[src/rtl/axi4_mem_master_bridge_if.sv]
`timescale 1ns/1ps
// AXI4 bus bundle between the memory bridge (master) and the interconnect/RAM responder (slave).
// A transfer occurs on a rising clk edge where VALID and READY are both high; once VALID rises it holds, with a stable payload, until that edge.
interface axi4_mem_master_bridge_if;
  logic [7:0]  axi_awid_o;
  logic [31:0] axi_awaddr_o;
  logic [7:0]  axi_awlen_o;
  logic [1:0]  axi_awburst_o;
  logic        axi_awvalid_o;
  logic        axi_awready_i;
  logic [31:0] axi_wdata_o;
  logic [3:0]  axi_wstrb_o;
  logic        axi_wlast_o;
  logic        axi_wvalid_o;
  logic        axi_wready_i;
  logic [7:0]  axi_bid_i;
  logic [1:0]  axi_bresp_i;
  logic        axi_bvalid_i;
  logic        axi_bready_o;
  logic [7:0]  axi_arid_o;
  logic [31:0] axi_araddr_o;
  logic [7:0]  axi_arlen_o;
  logic [1:0]  axi_arburst_o;
  logic        axi_arvalid_o;
  logic        axi_arready_i;
  logic [7:0]  axi_rid_i;
  logic [31:0] axi_rdata_i;
  logic [1:0]  axi_rresp_i;
  logic        axi_rlast_i;
  logic        axi_rvalid_i;
  logic        axi_rready_o;

  modport master (
    output axi_awid_o, axi_awaddr_o, axi_awlen_o, axi_awburst_o, axi_awvalid_o,
    input  axi_awready_i,
    output axi_wdata_o, axi_wstrb_o, axi_wlast_o, axi_wvalid_o,
    input  axi_wready_i,
    input  axi_bid_i, axi_bresp_i, axi_bvalid_i,
    output axi_bready_o,
    output axi_arid_o, axi_araddr_o, axi_arlen_o, axi_arburst_o, axi_arvalid_o,
    input  axi_arready_i,
    input  axi_rid_i, axi_rdata_i, axi_rresp_i, axi_rlast_i, axi_rvalid_i,
    output axi_rready_o
  );

  modport slave (
    input  axi_awid_o, axi_awaddr_o, axi_awlen_o, axi_awburst_o, axi_awvalid_o,
    output axi_awready_i,
    input  axi_wdata_o, axi_wstrb_o, axi_wlast_o, axi_wvalid_o,
    output axi_wready_i,
    output axi_bid_i, axi_bresp_i, axi_bvalid_i,
    input  axi_bready_o,
    input  axi_arid_o, axi_araddr_o, axi_arlen_o, axi_arburst_o, axi_arvalid_o,
    output axi_arready_i,
    output axi_rid_i, axi_rdata_i, axi_rresp_i, axi_rlast_i, axi_rvalid_i,
    input  axi_rready_o
  );
endinterface

[src/rtl/axi4_mem_master_bridge.sv]
`timescale 1ns/1ps
// Single-outstanding AXI4 initiator: CPU/cache memory requests become single-beat writes
// or INCR read bursts; every AXI-facing output and every resp_* output is registered.
module axi4_mem_master_bridge #(
  parameter logic [7:0] AXI_ID = 8'd0
) (
  input  logic        clk_i,
  input  logic        rst_i,
  input  logic        req_rd_i,
  input  logic [3:0]  req_wr_i,
  input  logic [31:0] req_addr_i,
  input  logic [7:0]  req_len_i,
  input  logic [31:0] req_wdata_i,
  output logic        req_accept_o,
  output logic        resp_valid_o,
  output logic [31:0] resp_rdata_o,
  output logic        resp_last_o,
  output logic        resp_error_o,
  output logic [2:0]  dbg_state_o,
  axi4_mem_master_bridge_if.master axi
);

  typedef enum logic [2:0] {S_IDLE, S_WR_REQ, S_WR_RESP, S_RD_ADDR, S_RD_DATA} state_t;

  state_t      state_q, state_d;
  logic [31:0] addr_q, addr_d, wdata_q, wdata_d, resp_rdata_q, resp_rdata_d;
  logic [3:0]  wstrb_q, wstrb_d;
  logic [7:0]  len_q, len_d, beat_q, beat_d;
  logic        awvalid_q, awvalid_d, wvalid_q, wvalid_d, arvalid_q, arvalid_d;
  logic        bready_q, bready_d, rready_q, rready_d;
  logic        resp_valid_q, resp_valid_d, resp_last_q, resp_last_d, resp_error_q, resp_error_d;
  logic        aw_hs, w_hs, unused_sigs;

  assign aw_hs = awvalid_q & axi.axi_awready_i;
  assign w_hs  = wvalid_q & axi.axi_wready_i;

  always_comb begin
    state_d      = state_q;
    addr_d       = addr_q;
    wdata_d      = wdata_q;
    wstrb_d      = wstrb_q;
    len_d        = len_q;
    beat_d       = beat_q;
    awvalid_d    = awvalid_q;
    wvalid_d     = wvalid_q;
    arvalid_d    = arvalid_q;
    bready_d     = bready_q;
    rready_d     = rready_q;
    resp_valid_d = 1'b0;
    resp_last_d  = 1'b0;
    resp_error_d = 1'b0;
    resp_rdata_d = resp_rdata_q;
    req_accept_o = (state_q == S_IDLE);
    case (state_q)
      S_IDLE: begin
        if (req_wr_i != 4'b0000) begin
          addr_d    = {req_addr_i[31:2], 2'b00};
          wdata_d   = req_wdata_i;
          wstrb_d   = req_wr_i;
          awvalid_d = 1'b1;
          wvalid_d  = 1'b1;
          state_d   = S_WR_REQ;
        end else if (req_rd_i) begin
          addr_d    = {req_addr_i[31:2], 2'b00};
          len_d     = req_len_i;
          beat_d    = 8'd0;
          arvalid_d = 1'b1;
          state_d   = S_RD_ADDR;
        end
      end
      S_WR_REQ: begin
        // AW and W complete independently; leave only once neither is still pending.
        if (aw_hs) awvalid_d = 1'b0;
        if (w_hs)  wvalid_d  = 1'b0;
        if ((!awvalid_q || aw_hs) && (!wvalid_q || w_hs)) begin
          bready_d = 1'b1;
          state_d  = S_WR_RESP;
        end
      end
      S_WR_RESP: begin
        if (axi.axi_bvalid_i) begin
          bready_d     = 1'b0;
          resp_valid_d = 1'b1;
          resp_last_d  = 1'b1;
          resp_error_d = axi.axi_bresp_i[1];
          state_d      = S_IDLE;
        end
      end
      S_RD_ADDR: begin
        if (axi.axi_arready_i) begin
          arvalid_d = 1'b0;
          rready_d  = 1'b1;
          state_d   = S_RD_DATA;
        end
      end
      S_RD_DATA: begin
        if (axi.axi_rvalid_i) begin
          resp_valid_d = 1'b1;
          resp_rdata_d = axi.axi_rdata_i;
          resp_last_d  = axi.axi_rlast_i;
          // Flag a burst whose length disagrees with the request: early/late rlast, or missing rlast at beat len.
          resp_error_d = axi.axi_rresp_i[1] |
                         (axi.axi_rlast_i & (beat_q != len_q)) |
                         (!axi.axi_rlast_i & (beat_q == len_q));
          beat_d       = beat_q + 8'd1;
          if (axi.axi_rlast_i) begin
            rready_d = 1'b0;
            state_d  = S_IDLE;
          end
        end
      end
      default: state_d = S_IDLE;
    endcase
  end

  always_ff @(posedge clk_i or posedge rst_i) begin
    if (rst_i) begin
      state_q      <= S_IDLE;
      addr_q       <= '0;
      wdata_q      <= '0;
      wstrb_q      <= '0;
      len_q        <= '0;
      beat_q       <= '0;
      awvalid_q    <= 1'b0;
      wvalid_q     <= 1'b0;
      arvalid_q    <= 1'b0;
      bready_q     <= 1'b0;
      rready_q     <= 1'b0;
      resp_valid_q <= 1'b0;
      resp_last_q  <= 1'b0;
      resp_error_q <= 1'b0;
      resp_rdata_q <= '0;
    end else begin
      state_q      <= state_d;
      addr_q       <= addr_d;
      wdata_q      <= wdata_d;
      wstrb_q      <= wstrb_d;
      len_q        <= len_d;
      beat_q       <= beat_d;
      awvalid_q    <= awvalid_d;
      wvalid_q     <= wvalid_d;
      arvalid_q    <= arvalid_d;
      bready_q     <= bready_d;
      rready_q     <= rready_d;
      resp_valid_q <= resp_valid_d;
      resp_last_q  <= resp_last_d;
      resp_error_q <= resp_error_d;
      resp_rdata_q <= resp_rdata_d;
    end
  end

  assign axi.axi_awid_o    = AXI_ID;
  assign axi.axi_awaddr_o  = addr_q;
  assign axi.axi_awlen_o   = 8'd0;
  assign axi.axi_awburst_o = 2'b01;
  assign axi.axi_awvalid_o = awvalid_q;
  assign axi.axi_wdata_o   = wdata_q;
  assign axi.axi_wstrb_o   = wstrb_q;
  assign axi.axi_wlast_o   = 1'b1;
  assign axi.axi_wvalid_o  = wvalid_q;
  assign axi.axi_bready_o  = bready_q;
  assign axi.axi_arid_o    = AXI_ID;
  assign axi.axi_araddr_o  = addr_q;
  assign axi.axi_arlen_o   = len_q;
  assign axi.axi_arburst_o = 2'b01;
  assign axi.axi_arvalid_o = arvalid_q;
  assign axi.axi_rready_o  = rready_q;

  assign resp_valid_o = resp_valid_q;
  assign resp_rdata_o = resp_rdata_q;
  assign resp_last_o  = resp_last_q;
  assign resp_error_o = resp_error_q;
  assign dbg_state_o  = state_q;

  // Response IDs and the low address/resp bits carry no meaning for this bridge.
  assign unused_sigs = ^{req_addr_i[1:0], axi.axi_bid_i, axi.axi_bresp_i[0],
                         axi.axi_rid_i, axi.axi_rresp_i[0]};

endmodule

[src/flat_wrapper.sv]
// flat-port wrapper written by rule: the top's interface ports become plain ports
module axi4_mem_master_bridge_flat 
#(
  parameter logic [7:0] AXI_ID = 8'd0
)
  (clk_i, rst_i, req_rd_i, req_wr_i, req_addr_i, req_len_i, req_wdata_i, req_accept_o, resp_valid_o, resp_rdata_o, resp_last_o, resp_error_o, dbg_state_o, axi_axi_awid_o, axi_axi_awaddr_o, axi_axi_awlen_o, axi_axi_awburst_o, axi_axi_awvalid_o, axi_axi_awready_i, axi_axi_wdata_o, axi_axi_wstrb_o, axi_axi_wlast_o, axi_axi_wvalid_o, axi_axi_wready_i, axi_axi_bid_i, axi_axi_bresp_i, axi_axi_bvalid_i, axi_axi_bready_o, axi_axi_arid_o, axi_axi_araddr_o, axi_axi_arlen_o, axi_axi_arburst_o, axi_axi_arvalid_o, axi_axi_arready_i, axi_axi_rid_i, axi_axi_rdata_i, axi_axi_rresp_i, axi_axi_rlast_i, axi_axi_rvalid_i, axi_axi_rready_o);
  axi4_mem_master_bridge_if axi_i ();
  input  logic clk_i;
  input  logic rst_i;
  input  logic req_rd_i;
  input  logic [3:0] req_wr_i;
  input  logic [31:0] req_addr_i;
  input  logic [7:0] req_len_i;
  input  logic [31:0] req_wdata_i;
  output logic req_accept_o;
  output logic resp_valid_o;
  output logic [31:0] resp_rdata_o;
  output logic resp_last_o;
  output logic resp_error_o;
  output logic [2:0] dbg_state_o;
  output wire logic [$bits(axi_i.axi_awid_o)-1:0] axi_axi_awid_o;
  output wire logic [$bits(axi_i.axi_awaddr_o)-1:0] axi_axi_awaddr_o;
  output wire logic [$bits(axi_i.axi_awlen_o)-1:0] axi_axi_awlen_o;
  output wire logic [$bits(axi_i.axi_awburst_o)-1:0] axi_axi_awburst_o;
  output wire logic [$bits(axi_i.axi_awvalid_o)-1:0] axi_axi_awvalid_o;
  input wire logic [$bits(axi_i.axi_awready_i)-1:0] axi_axi_awready_i;
  output wire logic [$bits(axi_i.axi_wdata_o)-1:0] axi_axi_wdata_o;
  output wire logic [$bits(axi_i.axi_wstrb_o)-1:0] axi_axi_wstrb_o;
  output wire logic [$bits(axi_i.axi_wlast_o)-1:0] axi_axi_wlast_o;
  output wire logic [$bits(axi_i.axi_wvalid_o)-1:0] axi_axi_wvalid_o;
  input wire logic [$bits(axi_i.axi_wready_i)-1:0] axi_axi_wready_i;
  input wire logic [$bits(axi_i.axi_bid_i)-1:0] axi_axi_bid_i;
  input wire logic [$bits(axi_i.axi_bresp_i)-1:0] axi_axi_bresp_i;
  input wire logic [$bits(axi_i.axi_bvalid_i)-1:0] axi_axi_bvalid_i;
  output wire logic [$bits(axi_i.axi_bready_o)-1:0] axi_axi_bready_o;
  output wire logic [$bits(axi_i.axi_arid_o)-1:0] axi_axi_arid_o;
  output wire logic [$bits(axi_i.axi_araddr_o)-1:0] axi_axi_araddr_o;
  output wire logic [$bits(axi_i.axi_arlen_o)-1:0] axi_axi_arlen_o;
  output wire logic [$bits(axi_i.axi_arburst_o)-1:0] axi_axi_arburst_o;
  output wire logic [$bits(axi_i.axi_arvalid_o)-1:0] axi_axi_arvalid_o;
  input wire logic [$bits(axi_i.axi_arready_i)-1:0] axi_axi_arready_i;
  input wire logic [$bits(axi_i.axi_rid_i)-1:0] axi_axi_rid_i;
  input wire logic [$bits(axi_i.axi_rdata_i)-1:0] axi_axi_rdata_i;
  input wire logic [$bits(axi_i.axi_rresp_i)-1:0] axi_axi_rresp_i;
  input wire logic [$bits(axi_i.axi_rlast_i)-1:0] axi_axi_rlast_i;
  input wire logic [$bits(axi_i.axi_rvalid_i)-1:0] axi_axi_rvalid_i;
  output wire logic [$bits(axi_i.axi_rready_o)-1:0] axi_axi_rready_o;
  assign axi_axi_awid_o = axi_i.axi_awid_o;
  assign axi_axi_awaddr_o = axi_i.axi_awaddr_o;
  assign axi_axi_awlen_o = axi_i.axi_awlen_o;
  assign axi_axi_awburst_o = axi_i.axi_awburst_o;
  assign axi_axi_awvalid_o = axi_i.axi_awvalid_o;
  assign axi_i.axi_awready_i = axi_axi_awready_i;
  assign axi_axi_wdata_o = axi_i.axi_wdata_o;
  assign axi_axi_wstrb_o = axi_i.axi_wstrb_o;
  assign axi_axi_wlast_o = axi_i.axi_wlast_o;
  assign axi_axi_wvalid_o = axi_i.axi_wvalid_o;
  assign axi_i.axi_wready_i = axi_axi_wready_i;
  assign axi_i.axi_bid_i = axi_axi_bid_i;
  assign axi_i.axi_bresp_i = axi_axi_bresp_i;
  assign axi_i.axi_bvalid_i = axi_axi_bvalid_i;
  assign axi_axi_bready_o = axi_i.axi_bready_o;
  assign axi_axi_arid_o = axi_i.axi_arid_o;
  assign axi_axi_araddr_o = axi_i.axi_araddr_o;
  assign axi_axi_arlen_o = axi_i.axi_arlen_o;
  assign axi_axi_arburst_o = axi_i.axi_arburst_o;
  assign axi_axi_arvalid_o = axi_i.axi_arvalid_o;
  assign axi_i.axi_arready_i = axi_axi_arready_i;
  assign axi_i.axi_rid_i = axi_axi_rid_i;
  assign axi_i.axi_rdata_i = axi_axi_rdata_i;
  assign axi_i.axi_rresp_i = axi_axi_rresp_i;
  assign axi_i.axi_rlast_i = axi_axi_rlast_i;
  assign axi_i.axi_rvalid_i = axi_axi_rvalid_i;
  assign axi_axi_rready_o = axi_i.axi_rready_o;
  axi4_mem_master_bridge #(.AXI_ID(AXI_ID)) u_core (.clk_i(clk_i), .rst_i(rst_i), .req_rd_i(req_rd_i), .req_wr_i(req_wr_i), .req_addr_i(req_addr_i), .req_len_i(req_len_i), .req_wdata_i(req_wdata_i), .req_accept_o(req_accept_o), .resp_valid_o(resp_valid_o), .resp_rdata_o(resp_rdata_o), .resp_last_o(resp_last_o), .resp_error_o(resp_error_o), .dbg_state_o(dbg_state_o), .axi(axi_i));
endmodule
[config.mk]
export PLATFORM = sky130hd
export DESIGN_NAME = axi4_mem_master_bridge_flat
export DESIGN_NICKNAME = d
export VERILOG_FILES = /design/src/rtl/axi4_mem_master_bridge_if.sv /design/src/rtl/axi4_mem_master_bridge.sv /design/src/flat_wrapper.sv
export SDC_FILE = /design/constraint.sdc
export NUM_CORES = 1
export LEC_CHECK = 0
export BUFFER_PORTS_ARGS = -buffer_cell sky130_fd_sc_hd__buf_4
export CORE_AREA = 2 2 125 127
export DETAILED_ROUTE_END_ITERATION = 8
export DIE_AREA = 0 0 127 129
export PLACE_DENSITY = 0.67
export SYNTH_ARGS = -nofsm -noshare
export SYNTH_HDL_FRONTEND = slang
export SYNTH_SLANG_ARGS = --single-unit
[constraint.sdc]
create_clock -name clk_i -period 10.45 [get_ports clk_i]
set_clock_uncertainty 0.05 [all_clocks]
set_input_delay 1.045 -clock clk_i [delete_from_list [all_inputs] [get_ports clk_i]]
set_output_delay 1.045 -clock clk_i [all_outputs]
set_load 0.005 [all_outputs]
==> results of run 1 <==
-- Yosys cell counts (3+ instances only) --
cell,count
nor2_1,15
nand3_1,6
nor3_1,3
xnor2_1,14
inv_1,5
nand2_1,16
a22o_1,3
buf_2,7
dfrtp_1,125
nand4_1,5
o21ai_0,5
mux2_2,102
buf_4,70
-- cell usage in the layout, fill, tap and decap left out, drive strengths merged, types with 4 or more instances in the layout --
cell type,netlist,final
nand4,5,5
clkbuf,1,22
o21ai,6,6
nand2,16,16
xnor2,14,14
clkinv,1,4
mux2,104,104
inv,5,5
conb,2,33
buf,78,267
nand3,6,6
dfrtp,125,125
nor2,15,15
bufinv,0,6
-- logic make-up after synthesis --
kind of cell	Yosys count	share of synthesized area, %
other	2	0.1369
AO/OA/AOI/OAI	16	2.099
AND/OR/NAND/NOR	58	5.727
XOR/XNOR	14	2.236
multiplexers	105	21.54
flip-flops	125	57.04
adder cells (fa/ha/maj)	1	0.2281
buffers and inverters	85	11.00
-- critical path, stage by stage (launching register included) --
cell and delay [ns]:
dfrtp_1 0.50, or3_4 0.47, clkinv_4 0.10, buf_4 0.11
-- report_power, final --
group,switching (W),internal [W],total (W)
registers,0.000157,0.000714,0.000870
clock network,0.000209,0.000460,0.000669
logic,0.000344,0.000626,0.000971
-- sequential cells by signal, indices dropped and copies added, names as in the netlist --
name,cells
u_core.axi.axi_wdata_o,32
u_core.resp_rdata_o,32
u_core.axi.axi_araddr_o,30
u_core.axi.axi_arlen_o,8
u_core.beat_q,8
u_core.axi.axi_wstrb_o,4
u_core.dbg_state_o,3
u_core.axi.axi_arvalid_o,1
u_core.axi.axi_awvalid_o,1
u_core.axi.axi_bready_o,1
u_core.axi.axi_rready_o,1
u_core.axi.axi_wvalid_o,1
u_core.resp_error_o,1
u_core.resp_last_o,1
u_core.resp_valid_o,1
-- routing by layer --
layer  part of all wire (%)  track usage [%]  vias up
met4                    2.1            7.111        0
met2                     50            26.66      175
met1                     39            18.53     1903
li1                       -                -     1771
met5                      0                0        -
met3                    8.8            6.653       19
-- stage by stage --
stage | utilization [%] | std cells | setup WS (ns)
2_1_floorplan | - | 437 | 6.027
3_3_place_gp | 48.56 | 813 | 7.500
3_5_place_dp | 48.56 | 813 | 7.462
4_1_cts | 53.07 | 845 | 7.737
5_1_grt | 53.07 | 845 | 7.701
6_report | 53.07 | 845 | 7.763
-- layout make-up --
type,instances,area (µm²)
Timing Repair Buffer,267,2004
Sequential cell,125,3128
Inverter,6,30.03
Fill cell,1307,7029
Tap cell,188,235.2
Clock buffer,22,464.2
Clock inverter,10,210.2
Multi-Input combinational cell,227,1876
-- worst min-delay path by stage --
stage,start,to,depth (start not counted),slack (ns)
global route,u_core.axi.axi_arvalid_o,u_core.axi.axi_arvalid_o,1,0.46
finish,u_core.axi.axi_rready_o,u_core.axi.axi_rready_o,2,0.44
detailed placement,u_core.axi.axi_rready_o,u_core.axi.axi_rready_o,2,0.42
global placement,u_core.axi.axi_rready_o,u_core.axi.axi_rready_o,2,0.42
floorplan,u_core.axi.axi_rready_o,u_core.axi.axi_rready_o,2,0.42
CTS,u_core.axi.axi_rready_o,u_core.axi.axi_rready_o,2,0.44
==> impl_metrics.ini, run 1 <==
[run_status]
status = completed

[timing]
setup_violations = 0
whs_ns = 0.4389
fin_crit_sh_pct = 25.71
fin_setup_tns_ns = 0
worst_slew_pin_slew_ns = 0.9965
slew_headroom_pct = 33.56
rsz0062_at_grt = no
period_minus_slack_ns = 2.687
fmax_ghz = 0.3722
final_hold_viol_count = 0
slew_viol_final = 0

[logic_synthesis]
ys_ff_latch = 125
ys_seq_area_share_pct = 57.04
synth_cell_type_count = 38
synth.area.top_cells = dfrtp_1 57%, mux2_2 21%, buf_4 9.6%, xnor2_1 2.2%, nand2_1 1.1%
netlist_instances = 406
synth_edf_count = 0
synth.avg_cell_area_um2 = 13.51
ys_warn_count = 0
ys.flop_type = dfrtp_1
yosysTopAreaCell = dfrtp_1
async_flop_share_pct = 100.0
syn-cell-area_mm2 = 0.005484
synth_top_area_share_pct = 57.04

[setup_path]
worstSetupEndpointType = output port
rr_worst_depth = 5
critPathLaunchType = flop
reg2reg_from = u_core.dbg_state_o[1]
r2r_end = u_core.beat_q[7]
critical_path_class = reg2out
reg2reg_slack_ns = 7.99
cp-startpoint = u_core.dbg_state_o[2]
cp-endpoint = req_accept_o
worstPathArrival_ns = 1.59
critPathMaxFanout = 11
crit_required_ns = 9.36

[floorplan]
core_area_mm2 = 0.01498
die_h_um = 129
pin_count = 318
die_x_um = 127
rows = 45
initial_core_util_pct = 36.62
die_area_mm2 = 0.01638

[cts]
clk_latency_ns = 0.41
cts_buffer_depth = 2
cts_tree = yes
cts_sinks = 125
hold_buffers = 0
numCtsBuffers = 17
cts_setup_buffers = 0
clk_pin_slew_worst_paths_ns = 0.06
cts_resized = 0
root_buffer = clkbuf_16
cts-htree-levels = 4

[power_and_ir_drop]
fin_total_pwr_w = 0.002510
p_leak_nw = 3.926
peakVddDrop_uv = 144.0
p_per_area_mw_per_mm2 = 315.8

[job]
maxCapViolCount = 0

[grt]
grt_pass1_wl_mm = 20.54
grt-ovfl-total = 0
grt_pass1_vias = 4066
grtUsageTotal_pct = 16.13
antenna_found_initial = 0
grt_start_max_net_pins = 74

[layout]
finalNetCount = 782
drive_gt1_share_pct = 61.95
syn_to_final_growth_pct = 44.92
n_antenna_cell = 0
final_cell_area_mm2 = 0.007948

[drt]
num_vias = 3868
drt-pass1-iter-count = 4
post_drt_wl_per_cell_um = 15.50
drc = 0
avgViaCountPerCell = 4.578
postRouteWirelength_mm = 13.10
drtIter0Drc = 131
detail-route-antenna-nets = 0

[placed_design]
place_hpwl_mm = 9.784
portBuffers = 264
place_congestion = 0.7731
placed_area_mm2 = 0.007273

[worst_hold_path]
hold_class = reg2reg
(Power assumes the default switching activity.)
==> run 2, diff against run 1 <==
CORE_AREA = 2 2 124 126   (was 2 2 125 127)
DIE_AREA = 0 0 126 128   (was 0 0 127 129)
PLACE_DENSITY = 0.7   (was 0.67)
clock period = 2.2 ns   (was 10.45 ns; I/O delays follow)
==> run 2 against run 1 <==
Net effect: die area down 1.6%; clock power rose to 4.0 times the previous value; critical path depth up 1; register-to-register slack worse by 7.7 ns; via count up 12%; count of clock-buffer cells in the layout up 2.
==> impl_metrics.ini, run 2 (synthesis results as in run 1) <==
[run_status]
status = completed

[power_and_ir_drop]
swShare_pct = 29.50
p_seq_share_pct = 34.8
p_switching_w = 0.003488
p_leak_nw = 4.360
internal_power_w = 0.008335
combinationalPowerShare_pct = 42.5
pwr-share-clk_pct = 22.7
p_per_area_mw_per_mm2 = 1317
peakVddDrop_uv = 705.4

[drt]
detail-route-antenna-nets = 0
drt-pass1-iter-count = 4
num_vias = 4347
postRouteWirelength_mm = 14.89
drtIter0Drc = 72
avgViaCountPerCell = 4.557
drc = 0
post_drt_wl_per_cell_um = 15.61

[layout]
drive_gt1_share_pct = 53.79
final_common_cell = buf_4
syn_to_final_growth_pct = 63.72
final_util_pct = 60.40
finalNetCount = 893
n_antenna_cell = 0
layout_common_cells = 272 x buf_4, 125 x dfrtp_1, 103 x dlygate4sd3_1

[cts]
numCtsBuffers = 17
cts_resized = 0
clk_pin_slew_worst_paths_ns = 0.05
clk_latency_ns = 0.40
cts_buffer_depth = 2
hold_buffers = 103
cts_sinks = 125
root_buffer = clkbuf_16
cts-htree-levels = 4
cts_setup_buffers = 0
cts_tree = yes

[grt]
grt-ovfl-total = 0
grt_pass1_wl_mm = 23.58
grt.met3_usage_pct = 6.302
global_route.peak_usage_layer = met2
grtUsageMet2_pct = 31.75
antenna_found_initial = 0
grt_start_max_net_pins = 69
grt_pass1_vias = 4615
use_met1_pct = 21.34
grtUsageTotal_pct = 18.65

[timing]
whs_ns = 0.02190
setup_ws_ns = 0.3060
period_minus_slack_ns = 1.894
fin_crit_sh_pct = 86.09
rsz0062_at_grt = no
final_hold_viol_count = 0
fin_setup_tns_ns = 0
fmax_ghz = 0.5280
setup_violations = 0
worst_slew_pin_slew_ns = 0.7078
slew_viol_final = 0
slew_headroom_pct = 52.81

[job]
maxCapViolCount = 0

[floorplan]
rows = 45
die_h_um = 128
initial_core_util_pct = 36.89
core_area_mm2 = 0.01486
die_area_mm2 = 0.01613
die_x_um = 126
pin_count = 318

[setup_path]
critical_path_class = reg2reg
reg2reg_slack_ns = 0.31
r2r_end = u_core.axi.axi_arlen_o[3]
rr_worst_depth = 4
critPathLaunchType = flop
cpPeakStageDelay_ns = 0.43
worstPathArrival_ns = 2.13
critPathMaxFanout = 9
reg2reg_from = u_core.dbg_state_o[2]
crit_path_cell_trace = or3_4, clkinv_4, and3_1, mux2_2
worstSetupEndpointType = flop
slowest_stage = and3_1
crit_required_ns = 2.44

[placed_design]
place_hpwl_mm = 9.960
place_congestion = 0.8168
portBuffers = 264
pre_cts_ws_ns = 0.2384

[worst_hold_path]
hold_depth = 2
hold_end = u_core.axi.axi_araddr_o[21]
hp-start = req_addr_i[21]
hold_class = in2reg
run 2: metrics by stage:
step	cell area [µm²]	power (W)	cells
5_1_grt	8979	0.01256	954
4_1_cts	8979	0.01191	954
6_report	8979	0.01182	954
2_1_floorplan	5604	0.006591	437
3_3_place_gp	7380	0.008839	821
3_5_place_dp	7380	0.009026	821
run 2: area by class of cell:
type	instances	area, µm²
fill	1173	5886
timing repair buffer	378	3133
sequential	125	3128
multi-input combinational	227	1883
clock buffer	24	481.7
tap	188	235.2
clock inverter	6	86.33
inverter	6	31.28
run 2: worst max-delay path by stage:
stage                                startpoint                    endpoint  slack (ns)
final                     u_core.dbg_state_o[2]   u_core.axi.axi_arlen_o[3]        0.31
after global routing      u_core.dbg_state_o[2]   u_core.axi.axi_arlen_o[3]        0.21
after CTS                 u_core.dbg_state_o[2]   u_core.axi.axi_arlen_o[3]        0.30
after detailed placement            req_wr_i[1]  u_core.axi.axi_araddr_o[4]        0.24
after global placement              req_wr_i[1]  u_core.axi.axi_araddr_o[8]        0.27
after floorplan           u_core.dbg_state_o[2]   u_core.axi.axi_arlen_o[0]        0.25
run 2: metal layers:
metal  routed length, µm  share of wire [%]
met5                   0                  0
met4                 439                2.9
met3                1116                7.5
met2                7702                 52
met1                5633                 38
run 2: critical path, delay by kind of cell (launching register included):
family	cells	cell delay, ns
buffers and inverters	1	0.11
DFF	1	0.38
muxes	1	0.39
and+or+nand+nor	2	0.85
run 2: power by group through the flow:
| stage | Clock (W) | Sequential (W) | Combinational, W |
|---|---|---|---|
| floorplan | 0 | 0.00410 | 0.00249 |
| global placement | 0 | 0.00406 | 0.00478 |
| detailed placement | 0 | 0.00413 | 0.00490 |
| CTS | 0.00275 | 0.00411 | 0.00505 |
| global route | 0.00287 | 0.00428 | 0.00541 |
| finish | 0.00268 | 0.00412 | 0.00502 |
==> run 3, diff against run 2 <==
--- a/config.mk
+++ b/config.mk
@@ -12,2 +12,3 @@
 export PLACE_DENSITY = 0.7
+export SKIP_CTS_REPAIR_TIMING = 1
 export SYNTH_ARGS = -nofsm -noshare
==> constraint.sdc (replaced) <==
create_clock -name clk_i -period 2.2 [get_ports clk_i]
set_clock_uncertainty 0.05 [all_clocks]
set_input_delay 0.33 -clock clk_i [delete_from_list [all_inputs] [get_ports clk_i]]
set_output_delay 0.33 -clock clk_i [all_outputs]
set_load 0.005 [all_outputs]
==> run 3 against run 2 <==
Net effect: the flow now finishes with violations (negative hold slack); via count shrank 9.4%; wire length down 9.4%; sequential power about the same.
==> impl_metrics.ini, run 3 (synthesis results as in run 1) <==
[run_status]
status = finished with violations
violations = negative hold slack

[timing]
rsz0062_at_grt = no
whs_ns = -0.002755
slew_headroom_pct = 63.28
worst_slew_pin_slew_ns = 0.5487
period_minus_slack_ns = 1.884
slew_viol_final = 0
fmax_ghz = 0.5308
fin_crit_sh_pct = 85.63
setup_ws_ns = 0.3162
fin_setup_tns_ns = 0
setup_violations = 0
final_hold_viol_count = 2

[setup_path]
reg2reg_slack_ns = 0.32
worstSetupEndpointType = flop
slowest_stage = and3_1
r2r_end = u_core.axi.axi_arlen_o[6]
rr_worst_depth = 4
critical_path_class = reg2reg
crit_required_ns = 2.43
cpPeakStageDelay_ns = 0.43
reg2reg_from = u_core.dbg_state_o[2]
critPathMaxFanout = 9
worstPathArrival_ns = 2.12
critPathLaunchType = flop
crit_path_cell_trace = or3_4, clkinv_4, and3_1, mux2_2

[power_and_ir_drop]
fin_total_pwr_w = 0.01183
p_per_area_mw_per_mm2 = 1477
p_leak_nw = 3.956
peakVddDrop_uv = 854.6

[floorplan]
die_area_mm2 = 0.01613
rows = 45
core_area_mm2 = 0.01486
initial_core_util_pct = 36.89
die_x_um = 126
die_h_um = 128
pin_count = 318

[layout]
nFillCells = 1269
syn_to_final_growth_pct = 46.06
finalNetCount = 790
drive_gt1_share_pct = 62.05
regArea_mm2 = 0.003128
final_util_pct = 53.89
final_common_cell = buf_4
multi_input_area_mm2 = 0.001883
n_antenna_cell = 0
layout_common_cells = 271 x buf_4, 125 x dfrtp_1, 102 x mux2_2

[cts]
clk_pin_slew_worst_paths_ns = 0.05
cts-htree-levels = 4
root_buffer = clkbuf_16
cts_buffer_depth = 2
numCtsBuffers = 17
cts_tree = yes
cts_sinks = 125
clk_latency_ns = 0.39

[grt]
grtUsageTotal_pct = 16.58
grt-ovfl-total = 0
grt_pass1_wl_mm = 20.91
grt_start_max_net_pins = 67
antenna_found_initial = 0
grt_pass1_vias = 4162

[placed_design]
place_congestion = 0.8136
portBuffers = 264
place_hpwl_mm = 10.19
pre_cts_ws_ns = 0.1402

[job]
maxCapViolCount = 0

[drt]
postRouteWirelength_mm = 13.50
post_drt_wl_per_cell_um = 15.84
drtIter0Drc = 144
drt-pass1-iter-count = 4
avgViaCountPerCell = 4.623
num_vias = 3939
detail-route-antenna-nets = 0
drc = 0

[worst_hold_path]
hold_class = in2async
==> run 3: changes by cell type in the layout (fill, tap and decap cells not counted), sizes merged <==
cell	before	now
bufinv	2	4
clkbuf	24	25
clkinv	4	2
dlygate4sd3	103	0
==> run 3: worst max path at each step <==
stage | from | end | slack [ns] | cells past startpoint
6_report | u_core.dbg_state_o[2] | u_core.axi.axi_arlen_o[6] | 0.32 | 4
3_3_place_gp | req_wr_i[1] | u_core.axi.axi_araddr_o[8] | 0.16 | 5
4_1_cts | u_core.dbg_state_o[2] | u_core.axi.axi_arlen_o[6] | 0.27 | 4
2_1_floorplan | u_core.dbg_state_o[2] | u_core.axi.axi_arlen_o[0] | 0.25 | 7
5_1_grt | u_core.dbg_state_o[2] | u_core.axi.axi_arlen_o[3] | 0.24 | 4
3_5_place_dp | req_wr_i[1] | u_core.axi.axi_araddr_o[16] | 0.14 | 5
==> run 3: layout make-up <==
type	count	area share [%]
inverters	6	0.3905
clock buffers	25	6.061
well taps	188	2.937
clock inverters	6	1.656
flip-flops and latches	125	39.05
multi-input cells	227	23.51
repair buffers	275	26.40
==> run 3: through the flow <==
stage	instances	instance area [µm²]
floorplan	437	5604
global placement	821	7392
detailed placement	821	7392
CTS	852	8010
global route	852	8010
finish	852	8010
==> run 3: power breakdown <==
part / internal, W / total (W) / switching [W] / leakage (nW)
clock: 0.00198 / 0.00291 / 0.000927 / 0.298
combinational: 0.00308 / 0.00481 / 0.00173 / 2.12
sequential: 0.00339 / 0.00411 / 0.000718 / 1.53
==> run 3: worst max-delay path, delay by kind of cell, from the launching register on <==
| kind | cells | cell delay [ns] |
|---|---|---|
| buffers and inverters | 1 | 0.11 |
| DFF | 1 | 0.37 |
| muxes | 1 | 0.39 |
| and+or+nand+nor | 2 | 0.85 |
==> run 3: per-layer routing <==
| metal | vias to the layer above | track usage (%) | part of all wire, % |
|---|---|---|---|
| met5 | - | 0 | 0 |
| met4 | 0 | 5.688 | 1.2 |
| met3 | 11 | 7.137 | 9.2 |
| met2 | 186 | 28.40 | 52 |
| met1 | 1950 | 18.60 | 38 |
| li1 | 1792 | - | - |
